[config.mk]
export PLATFORM = sky130hd
export DESIGN_NAME = uart_rx_ctrl
export DESIGN_NICKNAME = d
export VERILOG_FILES = /design/src/rtl/uart_rx_ctrl.sv
export SDC_FILE = /design/constraint.sdc
export NUM_CORES = 1
export LEC_CHECK = 0
export ABC_CLOCK_PERIOD_IN_PS = 2400
export CAP_MARGIN = 20
export CELL_PAD_IN_SITES_DETAIL_PLACEMENT = 0
export CELL_PAD_IN_SITES_GLOBAL_PLACEMENT = 1
export CORE_AREA = 4 4 68 70
export DETAILED_ROUTE_END_ITERATION = 10
export DIE_AREA = 0 0 72 74
export GPL_TIMING_DRIVEN = 0
export PLACE_DENSITY_LB_ADDON = 0.08
export SYNTH_ARGS = -nofsm -noshare
export SYNTH_HDL_FRONTEND = slang
export SYNTH_SLANG_ARGS = --single-unit
[constraint.sdc]
create_clock -name clk -period 2.4 [get_ports clk]
set_input_delay 0.48 -clock clk [delete_from_list [all_inputs] [get_ports clk]]
set_output_delay 0.48 -clock clk [all_outputs]
set_load 0.05 [all_outputs]
[src/rtl/uart_rx_ctrl.sv]
`default_nettype none
// ============================================================================
// Module      : uart_rx_ctrl
// Description : UART receive-side controller. Synchronises the serial line,
//               detects the start bit, times mid-bit sampling from a clock
//               divider, sequences an external 8-bit serial-in/parallel-out
//               shift unit (one sipo_shift pulse per data bit), checks the
//               stop bit and presents the received byte on a valid/ready
//               interface.
//
// Optional    : define UART_RX_PARITY_EN to add an even-parity bit between
//               the data bits and the stop bit, plus the parity_err output.
//
// Ports       : clk        - system clock, rising edge
//               rst        - asynchronous active-high reset
//               rx_in      - raw serial line (idles high, asynchronous)
//               sipo_d     - sampled data bit to the shift unit
//               sipo_shift - one-cycle shift enable to the shift unit
//               sipo_q     - parallel contents of the shift unit
//               data_out   - received byte (LSB = first bit on the wire)
//               data_valid - byte available, held until accepted
//               data_ready - host accepts when data_valid && data_ready
//               frame_err  - one-cycle pulse, stop bit sampled low
//               overrun    - one-cycle pulse, byte dropped (holding full)
//               parity_err - one-cycle pulse, parity mismatch (option only)
//               busy       - high whenever not idle
//
// Revision    : 1.0 - initial release
// ============================================================================
module uart_rx_ctrl #(
    parameter int CLK_DIV = 16,   // clock cycles per bit, >= 4, even
    parameter int CNT_W   = 8     // 2**CNT_W > CLK_DIV
) (
    input  logic       clk,
    input  logic       rst,
    input  logic       rx_in,
    output logic       sipo_d,
    output logic       sipo_shift,
    input  logic [7:0] sipo_q,
    output logic [7:0] data_out,
    output logic       data_valid,
    input  logic       data_ready,
    output logic       frame_err,
    output logic       overrun,
`ifdef UART_RX_PARITY_EN
    output logic       parity_err,
`endif
    output logic       busy
);

    localparam logic [2:0] c_S_IDLE   = 3'd0;
    localparam logic [2:0] c_S_START  = 3'd1;
    localparam logic [2:0] c_S_DATA   = 3'd2;
    localparam logic [2:0] c_S_STOP   = 3'd3;
    localparam logic [2:0] c_S_BRK    = 3'd4;
`ifdef UART_RX_PARITY_EN
    localparam logic [2:0] c_S_PARITY = 3'd5;
`endif

    localparam logic [CNT_W-1:0] c_CNT_HALF = CNT_W'(CLK_DIV / 2 - 1);
    localparam logic [CNT_W-1:0] c_CNT_FULL = CNT_W'(CLK_DIV - 1);
    localparam logic [CNT_W-1:0] c_CNT_ONE  = CNT_W'(1);

    logic             r_rx_meta;
    logic             r_rx_s;
    logic [2:0]       r_state;
    logic [CNT_W-1:0] r_cnt;
    logic [2:0]       r_bit_idx;
    logic [7:0]       w_rev;
    logic             w_par_bad;

`ifdef UART_RX_PARITY_EN
    logic             r_par;       // running XOR of the sampled data bits
    logic             r_par_bad;   // latched parity verdict for the stop bit
    assign w_par_bad = r_par_bad;
`else
    assign w_par_bad = 1'b0;
`endif

    // The shift unit moves q[0] toward q[7], so the first bit received ends
    // up in q[7]; reverse to put the first bit on the wire in data_out[0].
    always_comb begin
        w_rev = 8'h00;
        for (int i = 0; i < 8; i++) begin
            w_rev[i] = sipo_q[7-i];
        end
    end

    assign busy = (r_state != c_S_IDLE);

    // Two-flop synchroniser; resets to the idle (high) line level so that a
    // reset never looks like a start bit.
    always_ff @(posedge clk or posedge rst) begin
        if (rst) begin
            r_rx_meta <= 1'b1;
            r_rx_s    <= 1'b1;
        end else begin
            r_rx_meta <= rx_in;
            r_rx_s    <= r_rx_meta;
        end
    end

    always_ff @(posedge clk or posedge rst) begin
        if (rst) begin
            r_state    <= c_S_IDLE;
            r_cnt      <= '0;
            r_bit_idx  <= 3'd0;
            sipo_d     <= 1'b0;
            sipo_shift <= 1'b0;
            data_out   <= 8'h00;
            data_valid <= 1'b0;
            frame_err  <= 1'b0;
            overrun    <= 1'b0;
`ifdef UART_RX_PARITY_EN
            parity_err <= 1'b0;
            r_par      <= 1'b0;
            r_par_bad  <= 1'b0;
`endif
        end else begin
            sipo_shift <= 1'b0;
            frame_err  <= 1'b0;
            overrun    <= 1'b0;
`ifdef UART_RX_PARITY_EN
            parity_err <= 1'b0;
`endif
            // Host handshake; a byte loading in STOP below overrides this.
            if (data_valid && data_ready) begin
                data_valid <= 1'b0;
            end

            case (r_state)
                c_S_IDLE: begin
                    if (!r_rx_s) begin
                        r_state <= c_S_START;
                        r_cnt   <= '0;
                    end
                end

                c_S_START: begin
                    if (r_cnt == c_CNT_HALF) begin
                        if (!r_rx_s) begin
                            r_state   <= c_S_DATA;
                            r_cnt     <= '0;
                            r_bit_idx <= 3'd0;
`ifdef UART_RX_PARITY_EN
                            r_par     <= 1'b0;
`endif
                        end else begin
                            // Line back high at mid-start: a glitch.
                            r_state <= c_S_IDLE;
                        end
                    end else begin
                        r_cnt <= r_cnt + c_CNT_ONE;
                    end
                end

                c_S_DATA: begin
                    if (r_cnt == c_CNT_FULL) begin
                        sipo_d     <= r_rx_s;
                        sipo_shift <= 1'b1;
                        r_cnt      <= '0;
                        r_bit_idx  <= r_bit_idx + 3'd1;
`ifdef UART_RX_PARITY_EN
                        r_par      <= r_par ^ r_rx_s;
`endif
                        if (r_bit_idx == 3'd7) begin
`ifdef UART_RX_PARITY_EN
                            r_state <= c_S_PARITY;
`else
                            r_state <= c_S_STOP;
`endif
                        end
                    end else begin
                        r_cnt <= r_cnt + c_CNT_ONE;
                    end
                end

`ifdef UART_RX_PARITY_EN
                c_S_PARITY: begin
                    if (r_cnt == c_CNT_FULL) begin
                        // Even parity: data XOR parity bit must be zero.
                        r_par_bad <= r_par ^ r_rx_s;
                        r_cnt     <= '0;
                        r_state   <= c_S_STOP;
                    end else begin
                        r_cnt <= r_cnt + c_CNT_ONE;
                    end
                end
`endif

                c_S_STOP: begin
                    if (r_cnt == c_CNT_FULL) begin
                        r_cnt <= '0;
`ifdef UART_RX_PARITY_EN
                        parity_err <= r_par_bad;
`endif
                        if (!r_rx_s) begin
                            frame_err <= 1'b1;
                            r_state   <= c_S_BRK;
                        end else begin
                            r_state <= c_S_IDLE;
                            if (!w_par_bad) begin
                                if (!data_valid || data_ready) begin
                                    data_out   <= w_rev;
                                    data_valid <= 1'b1;
                                end else begin
                                    overrun <= 1'b1;
                                end
                            end
                        end
                    end else begin
                        r_cnt <= r_cnt + c_CNT_ONE;
                    end
                end

                c_S_BRK: begin
                    // A held-low (break) line must not look like a new start.
                    if (r_rx_s) begin
                        r_state <= c_S_IDLE;
                    end
                end

                default: begin
                    r_state <= c_S_IDLE;
                end
            endcase
        end
    end

endmodule
`default_nettype wire

==> Word level (Yosys, flattened, before mapping) <==
Cells that the tools add are included.
{ "word_totals": {"regBits": 29, "output_inout_bits": 14, "elab_cells": 70, "in_bits": 12} }
{ "op_classes": {"n_reduce_logical": 12, "addsub": 2, "n_eq_ne": 14, "muxes": 31} }
{ "op_table": {"columns": ["operator", "count"], "rows": [
  ["2-to-1 mux 3 bit", 10],
  ["2-to-1 mux 8 bit", 3],
  ["case mux 8 bit (3 select lines)", 1],
  ["case mux 3 bit (5 select lines)", 1],
  ["2-to-1 mux 1 bit", 14],
  ["!= test 2 bit, second input constant", 7],
  ["adder 8 x 1 -> 8 bit, second input constant", 1],
  ["== test 8 x 3 -> 1 bit, second input constant", 1],
  ["== test 8 x 4 -> 1 bit, second input constant", 1],
  ["AND reduction 4 bit", 2],
  ["== test 3 x 2 -> 1 bit, second input constant", 2],
  ["== test 3 bit, second input constant", 2],
  ["case mux 3 bit (2 select lines)", 1],
  ["AND reduction 6 bit", 1],
  ["nonzero test 3 bit", 2],
  ["adder 3 x 1 -> 3 bit, second input constant", 1],
  ["== test 3 x 1 -> 1 bit, second input constant", 1],
  ["zero test 3 bit", 1],
  ["2-to-1 mux 2 bit", 1],
  ["AND reduction 2 bit", 1],
  ["nonzero test 2 bit", 1],
  ["OR reduction 2 bit", 1],
  ["logical AND 1 bit", 1],
  ["zero test 1 bit", 1],
  ["logical OR 1 bit", 1]
]} }

==> Longest topological paths before layout <==
Gate-level depths: netlist (run 1).
{ "logic_depth": {"ltp_word": 6, "ltp_mapped": 5, "depth_no_buf": 5} }

==> Worst setup path after synthesis (run 1) <==
OpenSTA, ideal clock, no wires.
{ "synth_timing": {"kind": "reg-to-reg", "startpoint": "register r_cnt[6]", "endpoint": "register data_out[0]", "stages_incl_launch_ff": 5, "setup_slack_ps": 489, "n_path_buf": 0, "required_ps": 2275, "synth_period_minus_slack_ps": 1911, "arrival_time_ps": 1786, "setup_ps": 125, "cell_sequence": "dfrtp_1 -> nor4_4 -> nand2_1 -> nor4b_4 -> mux2_2"} }
{ "synth_between": {"elab_chain_cells": 2} }
{ "synth_lines": {"columns": ["element", "line_no", "text"], "rows": [
  ["from (decl)", "67", "logic [CNT_W-1:0] r_cnt;"],
  ["from (signal assigned)", "153", "r_cnt <= r_cnt + c_CNT_ONE;"],
  ["from (signal assigned)", "174", "r_cnt <= r_cnt + c_CNT_ONE;"],
  ["from (signal assigned)", "212", "r_cnt <= r_cnt + c_CNT_ONE;"],
  ["== test 8 x 4 -> 1 bit", "192", "if (r_cnt == c_CNT_FULL) begin"],
  ["AND reduction 4 bit (no source line)", null, null],
  ["to (signal assigned)", "204", "data_out <= w_rev;"],
  ["to (decl)", "40", "output logic [7:0] data_out,"]
]} }
No other way between the ends.
A chain may end at the register's enable or synchronous reset.

==> Worst setup path after layout (run 1) <==
{ "layout_timing": {"startpoint": "register r_cnt[1]", "endpoint": "register data_out[2]"} }
The elaborated chain is that of the path after synthesis.

==> summary.txt, run 1 <==
switching pwr - 0.000631 W
area of the multi-input gates - 619 um2
status - complete, no violations
Leak Pwr - 0.825 nW
R2R setup slack - 0.18 ns
Reg-to-Reg Start - r_cnt[1]
Least-Margin Pin Slew - 0.791 ns
area delta synth->final - 30.8%
Post-synth EDFFs - 0
TritonRoute pass-1 iters - 4
hold worst-path end - r_rx_s
post-synthesis net count - 132
Post-Synthesis Cells - 117
Final HPWL DP - 2150 um
Comb pwr share - 38.7%
Hold Worst Slack - 0.358 ns
number of synthesized register bits - 29
final period utilization - 92.5%
I/O Pins - 26
Cells after DPL - 193
sequential area share after synthesis - 52.8%
Max Fclk - 451 MHz
Util after Layout - 45.5%
synthesized area - 0.00138 mm2
yosys warns - 0
Synth area leader - dfrtp_1
grt ovf - 0
Startpoint Class - flip-flop
Hold Startpoint - r_rx_meta
RSZ-0062 raised after global routing - false
clk slew on worst S/H paths - 0.07 ns
non-filler instance count after layout - 201
number of global-route vias before repair - 1142
Reg power frac - 36.7%
initial DRC count - 63
Max-slew headroom - 46.6%
synth top area cells - dfrtp_1 (49%), mux2_2 (9.0%), dfstp_2 (3.8%)
H-Tree Depth - 2
vias per cell - 5.21
final worst clock skew - 0.00436 ns
Hold Buf Count CTS - 0
CP Capture Type - flip-flop
GPL Wtd Cong - 0.759
CP Max Fanout - 8
CTS Buf Count - 5
pin count of the biggest net entering global routing - 17
Tot GR Track Use - 13.4%
Die W - 72 um
Crit Reg-Reg Endpoint - data_out[2]
Critical Path AT - 2.39 ns
async set-reset flop share out of synthesis - 100%
CP Class - reg2reg
Setup Buffers After CTS - 0
register area - 728 um2
port bufs - 25
Fillers - 399
Syn Area/Cell - 11.8 um2
Hold Vio Cnt, Final - 0
Core Area - 0.00397 mm2
Register-to-Register Path Depth - 5
DRT antenna net count - 0
minimum clock period - 2.22 ns
via count - 1047
Post-synth top flop - dfrtp_1
Netlist cell types - 36
hold path depth - 0
WL final - 3020 um
Pins Over Slew Limit - 0
clock buffer depth - 2
DR WL/cell - 15.0 um
Clk pwr share - 24.5%
# clock sinks - 29
internal cell power - 0.000988 W
# rows - 23
clock root cell - clkbuf_8
Worst EP required - 2.57 ns
Synth top area share - 49.0%
die area - 0.00533 mm2
later-pin clock latency in the skew report - 0.28 ns
antenna violations before repair - 0
Net Sw Frac - 39.0%
setup tns final - 0 ns
n_diodes - 0
max_cap viols - 0
PwrDens - 897 mW/mm2
first-pass GRT wire length - 5430 um
Die H - 74 um
Worst Hold Class - reg2reg
starting density of the core - 34.8%
Residual DRC - 0
Worst VDD drop - 0.375 mV
Nets - 165
CTS tree - built
final setup vio count - 0
layout cell share with drive strength beyond 1 - 20.5%
-- final cells by class --
cell class / count / area share, %
Tap cell: 50 / 3.47
Buffer: 6 / 1.39
Sequential cell: 29 / 40.3
Clock inverter: 3 / 0.970
Multi-Input combinational cell: 80 / 34.3
Timing Repair Buffer: 26 / 15.3
Clock buffer: 5 / 3.81
Inverter: 2 / 0.416
-- state kept, by name, summed over array words and instances, names as in the netlist --
register    flops
data_out        8
r_cnt           8
r_bit_idx       3
r_state         3
data_valid      1
frame_err       1
overrun         1
r_rx_meta       1
r_rx_s          1
sipo_d          1
sipo_shift      1
-- power by group through the flow --
| stage | clock network (W) | logic (W) | registers (W) |
|---|---|---|---|
| 2_1_floorplan | 0 | 0.000432 | 0.000625 |
| 3_3_place_gp | 0 | 0.000624 | 0.000600 |
| 3_5_place_dp | 0 | 0.000636 | 0.000604 |
| 4_1_cts | 0.000414 | 0.000632 | 0.000595 |
| 5_1_grt | 0.000442 | 0.000710 | 0.000602 |
| 6_report | 0.000397 | 0.000627 | 0.000595 |
-- critical path, stage by stage (launching register included) --
cell and delay [ns]:
dfrtp_1 0.39, ha_1 0.30, and3_1 0.22, nand2_1 0.20
nor4b_4 0.60, mux2_2 0.40
-- routing by layer --
metal / share of wire [%] / global-route usage [%] / vias to the layer above
li1: - / - / 504
met1: 47 / 16.4 / 514
met2: 47 / 20.1 / 24
met3: 5.0 / 5.54 / 5
met4: 1.3 / 7.31 / 0
met5: 0 / 0 / -
-- synthesized netlist by cell type, types with 2 or more instances --
library cell	n
a211o_1	4
a21o_1	2
a21oi_1	3
a22o_1	3
and3_1	5
buf_2	2
clkbuf_1	4
dfrtp_1	27
dfstp_2	2
ha_1	3
inv_1	2
mux2_2	11
nand2_1	4
nand2b_1	2
nand3_1	4
nor2_1	5
nor3_1	7
nor3b_1	4
nor4b_1	2
o21ai_0	3
or3_1	3
-- cells by family after synthesis --
| kind of cell | count (synthesis) | share of synthesized area [%] |
|---|---|---|
| buffers and inverters | 8 | 2.36 |
| AOI/OAI and AO/OA | 22 | 11.8 |
| DFF | 29 | 52.8 |
| xor gates and xnor gates | 1 | 0.635 |
| muxes | 11 | 8.98 |
| adders and majority gates | 3 | 2.72 |
| and+or+nand+nor | 43 | 20.8 |
-- placed cells by master, fill, tap and decap left out, types with 2 or more instances in the layout --
master,instances
or3_1,3
clkbuf_8,5
a21o_1,2
nor3b_1,4
dfstp_2,2
buf_2,2
clkbuf_1,4
nor2_1,5
clkdlybuf4s50_1,24
inv_1,2
mux2_2,11
nor3_1,7
a22o_1,3
nor4b_1,2
o21ai_0,3
a211o_1,4
and3_1,5
dfrtp_1,27
nand2_1,4
nand3_1,4
nand2b_1,2
a21oi_1,3
ha_1,3
clkinv_2,2
-- stage by stage --
stage / setup slack [ns] / power [W] / area, um2
after global routing: 0.00440 / 0.00175 / 1810
final: 0.180 / 0.00162 / 1810
after floorplan: 0.489 / 0.00106 / 1380
after CTS: 0.137 / 0.00164 / 1810
after detailed placement: 0.154 / 0.00124 / 1720
after global placement: 0.200 / 0.00122 / 1690
-- what timing repair did --
action                     CTS  global route
gates resized for setup      1             0
hold endpoints to repair     0             0
setup endpoints to repair    1             0
-- worst max-delay path by stage --
stage / startpoint / to / slack, ns / cells after the start
after floorplan: r_cnt[6] / data_out[0] / 0.49 / 4
after global placement: r_cnt[6] / data_out[2] / 0.20 / 4
after detailed placement: r_cnt[1] / data_out[2] / 0.15 / 5
after CTS: r_cnt[1] / data_out[2] / 0.14 / 5
after global routing: r_cnt[1] / data_out[6] / 0.004 / 5
final: r_cnt[1] / data_out[2] / 0.18 / 5
Power figures use the tool's default switching activity.
==> run 2: changes to the inputs <==
--- a/config.mk
+++ b/config.mk
@@ -12,6 +12,7 @@
 export CORE_AREA = 4 4 68 70
 export DETAILED_ROUTE_END_ITERATION = 10
 export DIE_AREA = 0 0 72 74
+export DONT_BUFFER_PORTS = 1
 export GPL_TIMING_DRIVEN = 0
 export PLACE_DENSITY_LB_ADDON = 0.08
 export SYNTH_ARGS = -nofsm -noshare
==> run 2 against run 1 <==
  * Sequential power grew 4.9%
  * Core utilization shrank 6.4 points
  * Critical endpoint is now data_out[1]
  * Highest routed layer unchanged
  * Worst setup slack improved by 0.051 ns
  * Sequential share of layout area up 6.6 points
  * First-iteration DRC count rose by 40%
  * Non-clock buffer count is 25 lower
  * Sequential cell count unchanged
  * Cell count decreased by 12%
==> summary.txt, run 2 (synthesis gave the netlist of run 1 again) <==
n_diodes - 0
CTS tree - built
Worst VDD drop - 0.340 mV
final worst clock skew - 0.00274 ns
RSZ-0062 raised after global routing - false
vias per cell - 5.28
Top Registers - data_out (8), r_cnt (8)
GPL Wtd Cong - 0.691
cell family with the largest share of critical-path delay - simple AND/OR/NAND/NOR gates
internal cell power - 0.000948 W
# clock sinks - 29
TritonRoute pass-1 iters - 4
antenna violations before repair - 0
final setup vio count - 0
DRT antenna net count - 0
CTS Buf Count - 5
CP Max Fanout - 8
WL final - 2730 um
setup tns final - 0 ns
I/O Pins - 26
Clk pwr share - 24.6%
Startpoint Class - flip-flop
grt ovf - 0
Comb pwr share - 35.0%
starting density of the core - 34.8%
Reg power frac - 40.4%
later-pin clock latency in the skew report - 0.28 ns
PwrDens - 996 mW/mm2
Worst Hold Class - in2async
Final HPWL DP - 1930 um
minimum clock period - 2.17 ns
Net Sw Frac - 38.7%
die area - 0.00533 mm2
port bufs - 0
commonest non-fill, non-tap cell in the layout - dfrtp_1
layout cell share with drive strength beyond 1 - 23.8%
Critical Path AT - 2.33 ns
# rows - 23
clock root cell - clkbuf_8
Worst Path Buf+Inv - 0
H-Tree Depth - 2
Crit Reg-Reg Endpoint - data_out[1]
area delta synth->final - 12.5%
Worst EP required - 2.56 ns
Setup Buffers After CTS - 0
max_cap viols - 0
CTS resizes - 0
Max-slew headroom - 45.3%
CP cell instances - nor4_4 -> nand2_1 -> nor4b_4 -> mux2_2
non-filler instance count after layout - 176
Core Area - 0.00397 mm2
initial DRC count - 88
first-pass GRT wire length - 4790 um
R2R setup slack - 0.23 ns
CP Capture Type - flip-flop
Hold Buf Count CTS - 0
number of global-route vias before repair - 973
via count - 930
Die W - 72 um
switching pwr - 0.000598 W
CP Class - reg2reg
pin count of the biggest net entering global routing - 17
Util after Layout - 39.1%
Least-Margin Pin Slew - 0.810 ns
Register-to-Register Path Depth - 4
most frequent cells in the layout - dfrtp_1 (27), mux2_2 (11), nor3_1 (7)
clock buffer depth - 2
CP max stage delay - 0.58 ns
Leak Pwr - 0.730 nW
Hold Worst Slack - 0.171 ns
Nets - 140
Residual DRC - 0
CP max stage cell - nor4b_4
Hold Vio Cnt, Final - 0
Cells after DPL - 168
Fillers - 403
Max Fclk - 461 MHz
Reg-to-Reg Start - r_cnt[6]
DR WL/cell - 15.5 um
Pins Over Slew Limit - 0
Tot GR Track Use - 11.8%
clk slew on worst S/H paths - 0.06 ns
final period utilization - 90.4%
Die H - 74 um
status - complete, no violations
==> run 2: changes by cell type in the layout (fill, tap and decap cells not counted), sizes merged <==
cell / change
clkdlybuf4s50: -24
clkinvlp: -1
dlygate4sd2: -1
clkbuf: +1
==> run 2: worst max-delay path by stage <==
stage,from,end,slack (ns),cells past startpoint
2_1_floorplan,r_cnt[6],data_out[0],0.49,4
3_3_place_gp,r_cnt[6],data_out[2],0.22,4
3_5_place_dp,r_cnt[6],data_out[1],0.15,4
4_1_cts,r_cnt[1],data_out[1],0.18,5
5_1_grt,r_cnt[1],data_out[7],0.05,5
6_report,r_cnt[6],data_out[1],0.23,4
==> run 2: through the flow <==
step	power (W)	worst slack, ns	area, um2
after floorplan	0.00106	0.489	1380
after global placement	0.00118	0.222	1440
after detailed placement	0.00118	0.148	1470
after CTS	0.00157	0.178	1550
after global routing	0.00166	0.0478	1550
final	0.00155	0.231	1550
==> run 2: final cells by class <==
class,instances,area (um2),area share [%]
buffer,6,25.0,1.61
clock buffer,6,72.6,4.67
clock inverter,2,10.0,0.645
inverter,2,7.51,0.483
multi-input combinational,80,619,39.9
sequential,29,728,46.9
tap,50,62.6,4.03
timing repair buffer,1,27.5,1.77
==> run 2: power by group through the flow <==
stage                     clock (W)  combinational, W  sequential, W
after floorplan                   0          0.000432       0.000625
after global placement            0          0.000545       0.000634
after detailed placement          0          0.000545       0.000635
after CTS                  0.000395          0.000547       0.000626
after global routing       0.000422          0.000602       0.000637
final                      0.000381          0.000541       0.000624
==> run 2: layer usage <==
| layer | wire length (um) | vias up | track usage [%] |
|---|---|---|---|
| li1 | - | 450 | - |
| met1 | 1290 | 452 | 15.0 |
| met2 | 1260 | 23 | 17.8 |
| met3 | 153 | 5 | 5.41 |
| met4 | 36 | 0 | 4.38 |
| met5 | 0 | - | 0 |
